[src/rtl/step_ctrl_pkg.sv]
// step_ctrl_pkg: shared definitions for the halt/step/run controller.
// The mode encoding is also consumed by the display/LED driver, so the
// numeric values are fixed: 0 HALTED, 1 STEP, 2 RUN (3 never used).
package step_ctrl_pkg;

    localparam int MODE_W = 2;

    typedef enum logic [MODE_W-1:0] {
        MODE_HALTED = 2'd0,
        MODE_STEP   = 2'd1,
        MODE_RUN    = 2'd2
    } mode_e;

    // Widths of the internal per-step and run-divider counters; they bound
    // the legal ranges of STEP_CYCLES (1..255) and RUN_DIV (1..65535).
    localparam int STEP_CNT_W = 8;
    localparam int DIV_CNT_W  = 16;

endpackage

[src/rtl/step_ctrl_edge_pulse.sv]
// edge_pulse: turns a debounced button level into a single-cycle event.
//   clk       : system clock
//   reset     : synchronous, active-high
//   level_in  : debounced button level (asynchronous to clk)
//   pulse_out : 1-cycle pulse, 3 clk cycles after level_in rises
// The detector starts disarmed and arms only after it has seen a genuine
// (post-reset) low on the synchronized level, so a button held through
// reset produces nothing until it is released and pressed again.
module edge_pulse (
    input  logic clk,
    input  logic reset,
    input  logic level_in,
    output logic pulse_out
);

    logic       sync1_q, sync1_d;
    logic       sync2_q, sync2_d;
    logic       prev_q,  prev_d;
    logic       armed_q, armed_d;
    logic [1:0] fill_q,  fill_d;   // fill_q[1]: sync2_q holds real sampled data
    logic       pulse_q, pulse_d;

    always_comb begin
        sync1_d = level_in;
        sync2_d = sync1_q;
        prev_d  = sync2_q;
        fill_d  = {fill_q[0], 1'b1};
        // The synchronizer's reset zeros must not count as a release.
        armed_d = armed_q | (fill_q[1] & ~sync2_q);
        // Registered so the event lands exactly 3 cycles after the rise.
        pulse_d = sync2_q & ~prev_q & armed_q;
    end

    always_ff @(posedge clk) begin
        if (reset) begin
            sync1_q <= 1'b0;
            sync2_q <= 1'b0;
            prev_q  <= 1'b0;
            armed_q <= 1'b0;
            fill_q  <= 2'b00;
            pulse_q <= 1'b0;
        end else begin
            sync1_q <= sync1_d;
            sync2_q <= sync2_d;
            prev_q  <= prev_d;
            armed_q <= armed_d;
            fill_q  <= fill_d;
            pulse_q <= pulse_d;
        end
    end

    assign pulse_out = pulse_q;

endmodule

[src/rtl/step_ctrl.sv]
// step_ctrl: halt/step/run controller driving the processor clock-enable.
//   clk        : system clock
//   reset      : synchronous, active-high
//   step_btn   : debounced step button level
//   run_btn    : debounced run/stop toggle level
//   halt_in    : processor halt request (level)
//   cpu_en     : processor clock-enable (combinational from state/counters)
//   mode       : 0 HALTED, 1 STEP, 2 RUN
//   step_count : number of cpu_en cycles, wraps silently
//   busy       : high whenever not HALTED
module step_ctrl
    import step_ctrl_pkg::*;
#(
    parameter int STEP_CYCLES = 1,
    parameter int RUN_DIV     = 1,
    parameter int COUNT_W     = 16
) (
    input  logic               clk,
    input  logic               reset,
    input  logic               step_btn,
    input  logic               run_btn,
    input  logic               halt_in,
    output logic               cpu_en,
    output logic [MODE_W-1:0]  mode,
    output logic [COUNT_W-1:0] step_count,
    output logic               busy
);

    localparam logic [STEP_CNT_W-1:0] STEP_LOAD = STEP_CNT_W'(STEP_CYCLES);
    localparam logic [DIV_CNT_W-1:0]  DIV_LAST  = DIV_CNT_W'(RUN_DIV - 1);

    logic step_ev, run_ev;

    edge_pulse u_step_edge (
        .clk       (clk),
        .reset     (reset),
        .level_in  (step_btn),
        .pulse_out (step_ev)
    );

    edge_pulse u_run_edge (
        .clk       (clk),
        .reset     (reset),
        .level_in  (run_btn),
        .pulse_out (run_ev)
    );

    mode_e                 state_q, state_d;
    logic [STEP_CNT_W-1:0] step_cnt_q, step_cnt_d;
    logic [DIV_CNT_W-1:0]  div_q, div_d;
    logic [COUNT_W-1:0]    count_q, count_d;

    always_comb begin
        state_d    = state_q;
        step_cnt_d = step_cnt_q;
        div_d      = div_q;
        cpu_en     = 1'b0;

        unique case (state_q)
            MODE_HALTED: begin
                // halt_in is deliberately ignored here; run wins over step.
                if (run_ev) begin
                    state_d = MODE_RUN;
                    div_d   = '0;
                end else if (step_ev) begin
                    state_d    = MODE_STEP;
                    step_cnt_d = STEP_LOAD;
                end
            end
            MODE_STEP: begin
                if (halt_in) begin
                    state_d = MODE_HALTED;
                end else begin
                    cpu_en     = 1'b1;
                    step_cnt_d = step_cnt_q - 1'b1;
                    if (step_cnt_q <= STEP_CNT_W'(1)) state_d = MODE_HALTED;
                end
            end
            MODE_RUN: begin
                // Any event stops the run; the enable is suppressed that cycle.
                if (halt_in || run_ev || step_ev) begin
                    state_d = MODE_HALTED;
                end else if (div_q == DIV_LAST) begin
                    cpu_en = 1'b1;
                    div_d  = '0;
                end else begin
                    div_d = div_q + 1'b1;
                end
            end
            default: state_d = MODE_HALTED;
        endcase

        count_d = count_q + {{(COUNT_W-1){1'b0}}, cpu_en};
    end

    always_ff @(posedge clk) begin
        if (reset) begin
            state_q    <= MODE_HALTED;
            step_cnt_q <= '0;
            div_q      <= '0;
            count_q    <= '0;
        end else begin
            state_q    <= state_d;
            step_cnt_q <= step_cnt_d;
            div_q      <= div_d;
            count_q    <= count_d;
        end
    end

    assign mode       = state_q;
    assign step_count = count_q;
    assign busy       = (state_q != MODE_HALTED);

endmodule
[config.mk]
export PLATFORM = sky130hd
export DESIGN_NAME = step_ctrl
export DESIGN_NICKNAME = d
export VERILOG_FILES = /design/src/rtl/step_ctrl_pkg.sv /design/src/rtl/step_ctrl_edge_pulse.sv /design/src/rtl/step_ctrl.sv
export SDC_FILE = /design/constraint.sdc
export NUM_CORES = 1
export LEC_CHECK = 0
export ABC_AREA = 1
export BUFFER_PORTS_ARGS = -buffer_cell sky130_fd_sc_hd__buf_4
export CORE_ASPECT_RATIO = 1.25
export CORE_MARGIN = 1
export CORE_UTILIZATION = 25
export CTS_BUF_LIST = sky130_fd_sc_hd__clkbuf_4 sky130_fd_sc_hd__clkbuf_8 sky130_fd_sc_hd__clkbuf_16
export CTS_CLUSTER_SIZE = 30
export DETAILED_ROUTE_END_ITERATION = 7
export SLEW_MARGIN = 40
export SYNTH_ARGS = -nofsm -noshare
export SYNTH_HDL_FRONTEND = slang
export SYNTH_SLANG_ARGS = --single-unit
[constraint.sdc]
create_clock -name clk -period 2.6 [get_ports clk]
set_clock_uncertainty 0.15 [all_clocks]
set_input_delay 0.52 -clock clk [delete_from_list [all_inputs] [get_ports clk]]
set_output_delay 0.52 -clock clk [all_outputs]
set_load 0.01 [all_outputs]
# Word-level counts from Yosys, hierarchy flattened
# Index checks and enable logic that the tools add are counted.
# word_totals
wordCells	74
register_bits	56
# op_classes
mux	20
n_lt_le_gt_ge	1
reduce_logical	10
bitwise	12
addsub	3
eq_ne	10
# ops
cell	count
2-to-1 mux 16 bit	3
case mux 16 bit (2 select lines)	1
2-to-1 mux 8 bit	3
adder 16 x 1 -> 16 bit	1
adder 16 x 1 -> 16 bit (second input constant)	1
logical NOT 16 bit	1
case mux 8 bit (2 select lines)	1
2-to-1 mux 2 bit	5
<= comparator 8 x 1 -> 1 bit (second input constant)	1
!= test 2 bit (second input constant)	4
subtractor 8 x 1 -> 8 bit (second input constant)	1
bitwise AND 1 bit	6
case mux 2 bit (3 select lines)	1
AND reduction 3 bit	2
nonzero test 2 bit	3
2-to-1 mux 1 bit	5
!= test 2 x 1 -> 1 bit (second input constant)	2
NOT 1 bit	4
AND reduction 4 bit	1
!= test 3 x 1 -> 1 bit (second input constant)	1
!= test 3 bit (second input constant)	1
equality test 2 x 1 -> 1 bit (second input constant)	1
equality test 2 bit (second input constant)	1
logical NOT 2 bit	1
3 further kinds	5

# Longest topological paths before layout
# depth
depth_word	5
ltp_mapped	14

# Cells and area by module
# A second synthesis with hierarchy kept.
# unflattened
cells_unflattened	399
hier_area_um2	2743.9
# modules_own_cells
mod	instances	area_per_inst_um2	seq_area_each_um2	cells_each
step_ctrl	1	2346.0	840.8	357
edge_pulse	2	198.9	140.1	21

# Worst setup path before layout
# Ideal clock, no wire load.
# synth_timing
path_type	register to register
start	register state_q[0] (netlist: mode[0])
end	register count_q[10] (netlist: step_count[10])
path_stages_with_launch	13
synth_period_minus_slack_ps	2320
slack_ps	280
path_buffers	0
arrival_time_ps	2101
cell_sequence	dfxtp_1 > inv_1 > ha_1 > nand3_1 > nor2_1 > o21a_1 > ha_1 > ha_1 > nand3_1 > nor2_2 > nand3_1 > or2_0 > a21oi_1
# synth_via
elab_chain_cells	3
# synth_rtl
element	line_no	rtl
start: declaration	step_ctrl.sv:48	mode_e state_q, state_d;
start signal: assignment	step_ctrl.sv:103	state_q <= state_d;
equality test 2 bit or equality test 2 x 1 -> 1 bit (tied branches)	step_ctrl.sv:59	unique case (state_q)
case mux 1 bit (2 select lines) (*)	step_ctrl.sv:59	
via cpu_en	step_ctrl.sv:23	output logic cpu_en,
adder 16 x 1 -> 16 bit (*)	step_ctrl.sv:93	count_d = count_q + {{(COUNT_W-1){1'b0}}, cpu_en};
end signal: assignment	step_ctrl.sv:106	count_q <= count_d;
end: declaration	step_ctrl.sv:51	logic [COUNT_W-1:0] count_q, count_d;
# Mark *: on every way through the listed nets, which the timed path passes. The rest lies on a longest branch.
# A chain may end at the register's enable or synchronous reset.

# Worst setup path in the final report
# layout_timing
start	register div_q[0]
end	output cpu_en
# layout_via
elab_chain_cells	4
# layout_rtl
element	line_no	rtl
start: declaration	step_ctrl.sv:50	logic [DIV_CNT_W-1:0] div_q, div_d;
start signal: assignment	step_ctrl.sv:105	div_q <= div_d;
logical NOT 16 bit	step_ctrl.sv:83	end else if (div_q == DIV_LAST) begin
2-to-1 mux 1 bit	step_ctrl.sv:83	
2-to-1 mux 1 bit	step_ctrl.sv:81	if (halt_in || run_ev || step_ev) begin
case mux 1 bit (2 select lines)	step_ctrl.sv:59	
end: declaration	step_ctrl.sv:23	
# Every way passes these cells.

==> out/metrics.yaml <==
grt.overflow.total: 0
dp_cells: 537
hold_buffers: 0
ioPinCount: 25
worstReg2RegEnd: "step_count[14]"
dieWidth_um: 94.8
multiInputGateArea_um2: 1400
syn-mean-instance-area_um2: 7.01
synthCells: 384
cts_buffer_depth: 2
crit_type: "reg2out"
yosys_warnings: 0
fp-row-count: 42
fillers: 1150
p_per_area_nw_per_um2: 597
netlist_area_um2: 2690
clock_sinks: 54
max_freq_mhz: 423
critical_path.startpoint_type: "flop"
totalWireLength_mm: 5.78
fin_cells: 546
grt_max_degree: 32
io_buffers: 24
insertedDiodeCount: 0
drive_gt1_share_pct: 14.5
max_cap_violations: 0
cts_buffers: 5
fin_crit_sh_pct: 90.9
gr-usage-all-layers_pct: 10.9
cts_tree: "built"
worstSkewPairLatency_ns: 0.29
dieArea_um2: 11200
hold_depth: 1
grt_pass1_vias: 2251
setup_tns_ns: 0
ir_drop_uv: 243
ctsHtreeMaxLevel: 2
crit_arrival_ns: 1.69
syn_nets: 398
hold_end: "u_step_edge.pulse_out"
core_area_um2: 10500
rsz0062_at_grt: "no"
cp-end-kind: "output port"
hold_ws_ns: 0.249
seq_area_frac_synth_pct: 40.1
grt_pass1_wl_mm: 9.81
drt_iter0_markers: 151
die_y_um: 118
place_hpwl_mm: 4.30
clk_pin_slew_ns: 0.07
drtPass1Iterations: 4
regArea_um2: 1080
finalNetCount: 427
reg2reg_depth: 14
root_buffer: "clkbuf_16"
hp-start: "u_step_edge.prev_q"
fin_area_um2: 3230
vias: 2460
tightestPinTransition_ns: 0.658
critical_path_required_ns: 1.93
min_period_ns: 2.36
setup_viol: 0
maxSlewHeadroom_pct: 55.7
r2r_start: "div_q[0]"
finalPower_w: 0.00193
placed_area_um2: 3020
hold_viol_final: 0
hold_path_class: "reg2reg"
status: "finished, final reports clean"
drtAntennaViolNets: 0
drt-vias-per-instance: 4.51
post_drt_wl_per_cell_um: 10.6
slew_viol_final: 0
drc_errors: 0
rrSetupSlack_ns: 0.24
ys_types: 31
syn2layout_area_growth_pct: 20.1
ys_ff_latch: 54
antenna_found_initial: 0
start_util_pct: 25.6
cp_max_fo: 4
place_congestion: 0.827
leakage_nw: 1.24
sequential cells by signal, indices dropped and copies added, names as in the netlist, 2 cells and up:
name / count
div_q: 16
step_cnt_q: 8
mode: 2
step_count: 16
layer usage:
layer	vias up	track usage (%)	routed length [um]
li1	1287	-	-
met1	1124	12.9	2650
met2	41	18.6	2860
met3	8	2.39	192
met4	0	4.45	82
met5	-	0	0
worst max path at each step:
stage                     startpoint        endpoint  slack (ns)  cells past startpoint
after floorplan              mode[0]  step_count[10]        0.28                     12
after global placement       halt_in  step_count[10]        0.12                     12
after detailed placement    div_q[0]  step_count[10]        0.05                     14
after CTS                   div_q[0]  step_count[10]        0.04                     14
after global routing        div_q[0]  step_count[10]        0.01                     14
final                       div_q[0]          cpu_en        0.24                      9
final cells by class:
type                    instances  area share, %
clock buffers                   5           3.87
clock inverters                 3           1.47
inverters                      56           6.58
multi-input cells             269           43.3
flip-flops and latches         54           33.4
well taps                     132           5.11
repair buffers                 27           6.27
repair_timing:
action | in CTS | in global routing
setup buffers | 0 | 1
hold endpoints to repair | 0 | 0
setup endpoints to repair | 0 | 4
resized for setup | 0 | 7
cell usage after synthesis (all sizes together):
master	instances	share of area, %
o21a	3	0.84
a21oi	20	3.7
dfxtp	54	40
o21ai	14	2.6
xnor2	4	1.3
buf	2	0.84
clkinv	1	0.14
nand3	31	5.8
nor2	72	11
nor3	8	1.7
nand3b	1	0.28
ha	9	4.2
nand2	80	12
or2	3	0.70
inv	55	7.8
clkbuf	3	0.42
o21bai	1	0.28
o22ai	1	0.23
xor2	4	1.3
nor4	2	0.46
a211oi	3	0.84
nand4	13	3.0
critical path: stages, from the launching register on:
cell	delay, ns
dfxtp_1	0.39
inv_2	0.08
ha_1	0.19
nand3_1	0.07
nor2_1	0.05
nand2_1	0.09
nor2_1	0.05
o21a_1	0.21
buf_4	0.14
buf_4	0.14
power by group:
part	switching [W]	internal, W	total (W)
Clock	0.000315	0.000460	0.000775
Combinational	0.000169	0.0000971	0.000267
Sequential	0.0000259	0.000862	0.000888
logic make-up after synthesis:
family	Yosys count	share of synthesized area, %
AO/OA/AOI/OAI	42	8.50
XOR/XNOR	8	2.60
adder cells (fa/ha/maj)	9	4.18
buffers and inverters	61	9.15
flip-flops	54	40.1
AND/OR/NAND/NOR	210	35.4
metrics by stage:
stage,utilization (%),setup WS (ns)
finish,30.8,0.237
global placement,28.7,0.118
global route,30.8,0.0150
floorplan,-,0.280
detailed placement,28.7,0.0499
CTS,30.4,0.0392
layout by cell type, fill, tap and decap left out:
cell type,Yosys,final
clkinv_1,1,1
o22ai_1,1,1
clkbuf_16,0,5
nand2_4,2,2
clkinv_4,0,1
a211oi_1,3,3
nor3_1,7,7
nor3_2,1,1
nand2_1,70,70
nand2_2,8,8
nand3_2,0,1
nand3b_1,1,1
dfxtp_1,54,54
nor4_1,2,2
ha_4,0,2
ha_1,9,7
xnor2_1,4,4
inv_1,52,51
nor2_2,5,4
nand3_1,31,30
buf_4,1,27
o21bai_1,1,1
inv_4,1,1
a21oi_1,20,20
inv_2,2,3
o21ai_1,1,1
inv_6,0,1
nand4_1,13,13
xor2_1,4,4
or2_0,3,3
o21a_1,3,3
bufinv_16,0,1
nor2_4,2,3
o21ai_0,13,13
nor2_1,65,65
(Power assumes the default switching activity.)
